File: src/rtl/instruction_fetch_unit.sv
// instruction_fetch_unit
//   Front stage of the processor. Owns the fetch PC, issues single
//   outstanding reads to a variable-latency instruction memory, and
//   presents each returned word with its PC over a valid/ack handshake.
//   Downstream redirects reload the PC and squash any in-flight fetch.
//
// Build option:
//   FETCH_COUNT_EN  when defined, fetch_count counts delivered instructions
//                   (valid && ack without redirect); otherwise tied to 0.
//
// Ports:
//   clk, clr_n                   clock, asynchronous active-low reset
//   redirect, redirect_addr      load PC from target, squash current fetch
//   imem_req, imem_addr          memory read request / word address
//   imem_ready, imem_rdata       memory completion / returned word
//   instr_valid, instr, instr_pc registered instruction to decode
//   instr_ack                    downstream consumes instr this cycle
//   fetch_count                  delivered-instruction counter
module instruction_fetch_unit #(
  parameter int unsigned            ADDR_W   = 8,
  parameter logic [ADDR_W-1:0]      RESET_PC = '0
) (
  input  logic              clk,
  input  logic              clr_n,
  input  logic              redirect,
  input  logic [ADDR_W-1:0] redirect_addr,
  output logic              imem_req,
  output logic [ADDR_W-1:0] imem_addr,
  input  logic              imem_ready,
  input  logic [31:0]       imem_rdata,
  output logic              instr_valid,
  output logic [31:0]       instr,
  output logic [ADDR_W-1:0] instr_pc,
  input  logic              instr_ack,
  output logic [31:0]       fetch_count
);

  typedef enum logic [2:0] {
    S_IDLE,
    S_REQ,
    S_WAIT,
    S_DRAIN,
    S_HOLD
  } state_t;

  state_t            state, state_d;
  logic [ADDR_W-1:0] pc, pc_d;
  logic              req_d;
  logic [ADDR_W-1:0] addr_d;
  logic              valid_d;
  logic [31:0]       instr_d;
  logic [ADDR_W-1:0] instr_pc_d;

  always_ff @(posedge clk or negedge clr_n) begin
    if (!clr_n) begin
      state       <= S_IDLE;
      pc          <= RESET_PC;
      imem_req    <= 1'b0;
      imem_addr   <= '0;
      instr_valid <= 1'b0;
      instr       <= '0;
      instr_pc    <= '0;
    end else begin
      state       <= state_d;
      pc          <= pc_d;
      imem_req    <= req_d;
      imem_addr   <= addr_d;
      instr_valid <= valid_d;
      instr       <= instr_d;
      instr_pc    <= instr_pc_d;
    end
  end

  always_comb begin
    state_d    = state;
    pc_d       = pc;
    valid_d    = instr_valid;
    instr_d    = instr;
    instr_pc_d = instr_pc;

    case (state)
      S_IDLE: state_d = S_REQ;

      S_REQ, S_WAIT: begin
        if (redirect) begin
          // A word returning in the redirect cycle is simply dropped; only
          // an unanswered request leaves an orphan that must be drained.
          state_d = imem_ready ? S_REQ : S_DRAIN;
        end else if (imem_ready) begin
          instr_d    = imem_rdata;
          instr_pc_d = pc;
          valid_d    = 1'b1;
          pc_d       = pc + ADDR_W'(1);
          state_d    = S_HOLD;
        end else begin
          state_d = S_WAIT;
        end
      end

      S_HOLD: begin
        if (redirect || instr_ack) begin
          valid_d = 1'b0;
          state_d = S_REQ;
        end
      end

      S_DRAIN: if (imem_ready) state_d = S_REQ;

      default: state_d = S_IDLE;
    endcase

    if (redirect) begin
      pc_d    = redirect_addr;
      valid_d = 1'b0;
    end

    // Request outputs are registered, so they are derived from the state
    // being entered; a fresh S_REQ always presents the updated PC.
    req_d  = (state_d == S_REQ) || (state_d == S_WAIT);
    addr_d = (state_d == S_REQ) ? pc_d : imem_addr;
  end

`ifdef FETCH_COUNT_EN
  logic [31:0] count_q;
  logic        count_inc;

  assign count_inc = (state == S_HOLD) && instr_ack && !redirect;

  always_ff @(posedge clk or negedge clr_n) begin
    if (!clr_n)         count_q <= '0;
    else if (count_inc) count_q <= count_q + 32'd1;
  end

  assign fetch_count = count_q;
`else
  assign fetch_count = '0;
`endif

endmodule

File: config.mk
export PLATFORM = sky130hd
export DESIGN_NAME = instruction_fetch_unit
export DESIGN_NICKNAME = d
export VERILOG_FILES = /design/src/rtl/instruction_fetch_unit.sv
export SDC_FILE = /design/constraint.sdc
export NUM_CORES = 1
export LEC_CHECK = 0
export ABC_AREA = 1
export ABC_CLOCK_PERIOD_IN_PS = 3400
export BUFFER_PORTS_ARGS = -buffer_cell sky130_fd_sc_hd__buf_2
export CAP_MARGIN = 20
export CORE_MARGIN = 2
export CORE_UTILIZATION = 40
export CTS_CLUSTER_DIAMETER = 60
export CTS_CLUSTER_SIZE = 20
export DETAILED_ROUTE_END_ITERATION = 16
export GPL_TIMING_DRIVEN = 0
export HOLD_SLACK_MARGIN = 0.05
export MAX_ROUTING_LAYER = met4
export PLACE_DENSITY_LB_ADDON = 0.15
export SLEW_MARGIN = 10
export SYNTH_ARGS = -nofsm -noshare
export SYNTH_HDL_FRONTEND = slang
export SYNTH_SLANG_ARGS = --single-unit
File: constraint.sdc
create_clock -name clk -period 3.4 [get_ports clk]
set_input_delay 0.17 -clock clk [delete_from_list [all_inputs] [get_ports clk]]
set_output_delay 0.17 -clock clk [all_outputs]
set_load 0.05 [all_outputs]
Yosys cells after proc, flatten, opt, wreduce, memory -nomap -nowiden
Cells that the tools add are included.
- register bits: 61
- bits of input ports: 45
- output and inout port bits: 82
- logic and storage cells: 37
- $add $sub $neg: 1
- equal/unequal tests: 8
- multiplexer cells: 13
- bitwise logic cells: 1
- reduce and logical (&&, ||, !) cells: 7
- operators by type and width (cell ; count):
    $mux 8 ; 3
    $mux 3 ; 4
    $pmux 3 s4 ; 1
    $eq 3x2->1 const B ; 3
    $add 8x1->8 const B ; 1
    $eq 3x1->1 const B ; 2
    $ne 3x3->1 const B ; 2
    $reduce_and 3->1 ; 2
    $eq 3x3->1 const B ; 1
    $logic_not 3->1 ; 1
    $mux 1 ; 3
    $reduce_bool 3->1 ; 1
    $logic_or 1x1->1 ; 2
    $mux 2 ; 1
    $pmux 1 s2 ; 1
    $reduce_or 2->1 ; 1
    $not 1->1 ; 1

Longest topological paths before layout
- depth after elaboration: 5
- gate-level depth with buffers: 9
- depth with buffers taken out: 9

Least setup slack after synthesis
No wires, ideal clock.
- path kind: reg2reg
- from: reg state[1]
- to: reg imem_addr[0]
- setup time: 0.118 ns
- arrival time: 1.146 ns
- required time: 3.282 ns
- slack: 2.137 ns
- stages on the path, launching flop included: 9
- buffers on the path: 0
- clock period less this slack: 1.263 ns
- path through: dfrtp_1 > nor2_1 > inv_1 > o21ai_1 > nand2_2 > nor2_4 > inv_4 > nand2_1 > nand2_1
- cells in the longest elaborated chain, start to end: 4
- elaborated cells on any way between the ends: 12
- classes of those cells: eq/ne (5); mux (5); reduce/logical (2)
- ends and longest elaborated chain (what ; RTL line ; source):
    start, declared ; 46 ; state_t state, state_d;
    start signal, assigned ; 64 ; state <= state_d;
    $eq 3x1->1 / $eq 3x2->1 (equally long branches) ; 81 ; case (state)
    $reduce_or 2->1 ; 81 ;
    $pmux 3 s4 / $mux 8 (equally long branches) ; 81 ;
    $eq 3x1->1 / $mux 8 (equally long branches) ; 120, 112 ;
    end signal, assigned ; 67 ; imem_addr <= addr_d;
    end, declared ; 28 ; output logic [ADDR_W-1:0] imem_addr,
Several ways; a longest one is shown, not always the timed one.
A chain may end at the register's enable or synchronous reset.

Worst setup path after layout
- from: reg state[1]
- to: reg imem_addr[2]
Same word-level chain as after synthesis.

==> results.md <==
* Clock buffer count from CTS at 9
* Maximum fanout count along the critical path at 9
* Detailed-route DRC error count at 0
* Core Box Area at 6910 um^2
* Initial standard-cell utilization of the core at 0.418
* Clk buf depth at 2
* Leading cell types in the layout, fill and taps excluded: sky130_fd_sc_hd__nand2_1, sky130_fd_sc_hd__buf_2, sky130_fd_sc_hd__dfrtp_1
* Multiplexer share of the synthesized area at 0
* Antenna-violating nets left at 0
* Metal3 WL at 396 um
* Final weighted congestion in routability-driven placement at 0.880
* Share of post-route cells with drive strength above 1 at 0.322
* Final Setup Violations at 0
* Yosys warning total at 0
* Global route total overflow at 0
* Initial DRT Pass Iterations at 4
* Simple-gate area share of the yosys netlist at 0.300
* Count of antenna diodes in the layout at 0
* Std-Cell Rows at 30
* Number of H-tree levels at 3
* First-pass GRT wire length at 10.5 mm
* Met2 routed wirelength at 3.23 mm
* Signal arrival time at the worst endpoint at 1.65 ns
* Aggregate negative setup slack at 0 ns
* Synthesized-area fraction occupied by adder cells at 0.00433
* Worst-Skew Late Latency at 0.33 ns
* HPWL Detailed at 4.71 mm
* Maximum Capacitance Violations at 0
* TritonCTS clock tree: done
* Fill cells at 658
* Post-Synth XOR/XNOR Area at 0.00303
* Most common library cell in the layout ignoring fill and taps: sky130_fd_sc_hd__nand2_1
* Largest family of logic cells by synthesized area: simple AND/OR/NAND/NOR gates
* Category of the most critical setup path: reg2reg
* Max Freq at 700 MHz
* Signed area change from the synthesized netlist to the final layout at 41.7%
* Total power at 3.81 mW
* Count of mapped cells out of synthesis at 345
* Initial antenna violation count at 0
* Pin count of the biggest net entering global routing at 62
* Number of top-level pins at 127
* FF+latch count, synth at 61
* Detailed router's first-iteration violation count at 99
* Slew at the pin closest to its max-slew limit at 0.759 ns
* Max-slew violation count at 0
* Clock Skews at 0.00834 ns
* Hold violation total from the final report at 0
* Number of sinks on the clock net at 61
* M1 WL at 3.10 mm
* Area taken by multi-input logic gates at 1080 um^2
* Net total in the final layout at 559
* Startpoint type of the worst setup path: flop
* Quantity of gates resized following cts at 0
* Setup repair after global routing missed its margin: false
* Global-route usage over all layers at 0.178
* Rel. slew slack at 0.494
* Area of all sequential standard cells at 1530 um^2
* WL per Instance at 11.1 um
* Mapped Area at 2890 um^2
* Cell area power density at 930 nW/um^2
* Compound-gate portion of the synthesized area at 0.0260
* DIE AREA at 7920 um^2
* Worst vdd rail ir drop at 0.547 mV
* Setup Slack @ Placement at 1.95 ns
* Hold Crit Class: in2reg
* Final WS setup at 1.97 ns
* Kind of end point of the critical path: flop
* Total leakage power at 2.37 nW
* Count of unique library cells instantiated by Yosys at 27
* Via count of the first global-routing pass at 2,338
* Post-route clock period utilization at 0.420
* DIE WIDTH at 89.0 um
* Post-route minimum period at 1.43 ns
* Mean instance size in the synthesized netlist at 8.37 um^2
* Required arrival time at the worst endpoint at 3.62 ns
* Outcome: finished, final reports clean
* CTS clk-pin slew, worst paths at 0.07 ns
* Top Layer Used: met4
* Buffer cell driving the clock tree root: sky130_fd_sc_hd__clkbuf_8
* Total number of vias at 2,604
* Count of buffers from port buffering at 93
* Part of the Yosys area used for sequential elements at 0.528
* Die height at 89.0 um
* Via density per instance at 4.24
* Total Routed Length at 6.84 mm
==> metrics by stage <==
stage	util	hold slack, ns	area, um^2	cells
2_1_floorplan	-	-0.126	3010	376
3_3_place_gp	0.520	0.363	3590	565
3_5_place_dp	0.520	0.306	3590	565
4_1_cts	0.593	0.0513	4090	614
5_1_grt	0.593	0.0754	4090	614
6_report	0.593	0.0685	4090	614
==> where the power goes <==
group	switching (mW)	internal, mW	total, mW
clock network	0.274	0.282	0.556
logic	1.57	0.477	2.05
registers	0.171	1.03	1.20
==> Yosys cell counts (all sizes together) <==
master | instances | area share
and2 | 4 | 0.0087
or2 | 6 | 0.013
inv | 21 | 0.028
a21boi | 2 | 0.0052
nand3 | 23 | 0.048
dfrtp | 61 | 0.53
nand2 | 158 | 0.21
nor3 | 1 | 0.0017
ha | 1 | 0.0043
nor2 | 8 | 0.013
nand3b | 1 | 0.0026
o21ai | 11 | 0.019
conb | 1 | 0.0013
buf | 43 | 0.11
a21oi | 1 | 0.0017
nand4 | 2 | 0.0043
xor2 | 1 | 0.0030
==> logic make-up (layout without fill, tap and decap cells) <==
| kind of cell | Yosys count | count (layout) |
|---|---|---|
| other cells | 1 | 32 |
| xor+xnor | 1 | 1 |
| buf+inv | 64 | 206 |
| simple gates | 203 | 203 |
| fa+ha+maj | 1 | 1 |
| compound gates | 14 | 14 |
| flops | 61 | 61 |
==> per-layer routing <==
metal / global-route usage / up-vias
met1: 0.218 / 1168
met4: 0.0733 / 0
met5: - / -
li1: - / 1337
met3: 0.0360 / 12
met2: 0.290 / 87
==> worst max-delay path, cell delays in order, from the launching register on <==
cell and delay (ns):
sky130_fd_sc_hd__dfrtp_1 0.40, sky130_fd_sc_hd__nor2_1 0.16, sky130_fd_sc_hd__inv_1 0.07, sky130_fd_sc_hd__o21ai_1 0.15, sky130_fd_sc_hd__nand2_2 0.09, sky130_fd_sc_hd__nor2_4 0.23, sky130_fd_sc_hd__inv_4 0.10, sky130_fd_sc_hd__nand2_1 0.07
sky130_fd_sc_hd__nand2_1 0.05
==> final cells by class <==
cell class | instances | share of cell area
plain buffers | 43 | 0.0770
clock buffers | 12 | 0.0355
clock inverters | 4 | 0.00581
inverters | 21 | 0.0199
multi-input cells | 251 | 0.264
flip-flops and latches | 61 | 0.373
well taps | 96 | 0.0293
repair buffers | 126 | 0.195
==> sequential cells by signal, summed over array words and instances (netlist names) <==
name	flops
instr	32
imem_req	1
state	3
instr_pc	8
imem_addr	8
instr_valid	1
pc	8
==> path summary, 6_finish.rpt <==
check / endpoint / slack, ns / startpoint / depth (start not counted)
setup / recovery: imem_addr[2] / 1.97 / state[1] / 8
hold / removal: pc[1] / 0.07 / redirect_addr[1] / 3
setup reg to reg: imem_addr[2] / 1.97 / state[1] / 8
hold reg to reg: imem_addr[0] / 0.47 / imem_addr[0] / 2
max in group asynchronous: instr_pc[3] / 2.45 / clr_n / 2
min in group asynchronous: imem_addr[1] / 0.46 / clr_n / 2
==> repair_timing <==
action	4_1_cts	5_1_grt
hold endpoints to repair	93	0
buffers inserted	0	0
hold buffers	33	0
Power figures use the tool's default switching activity.
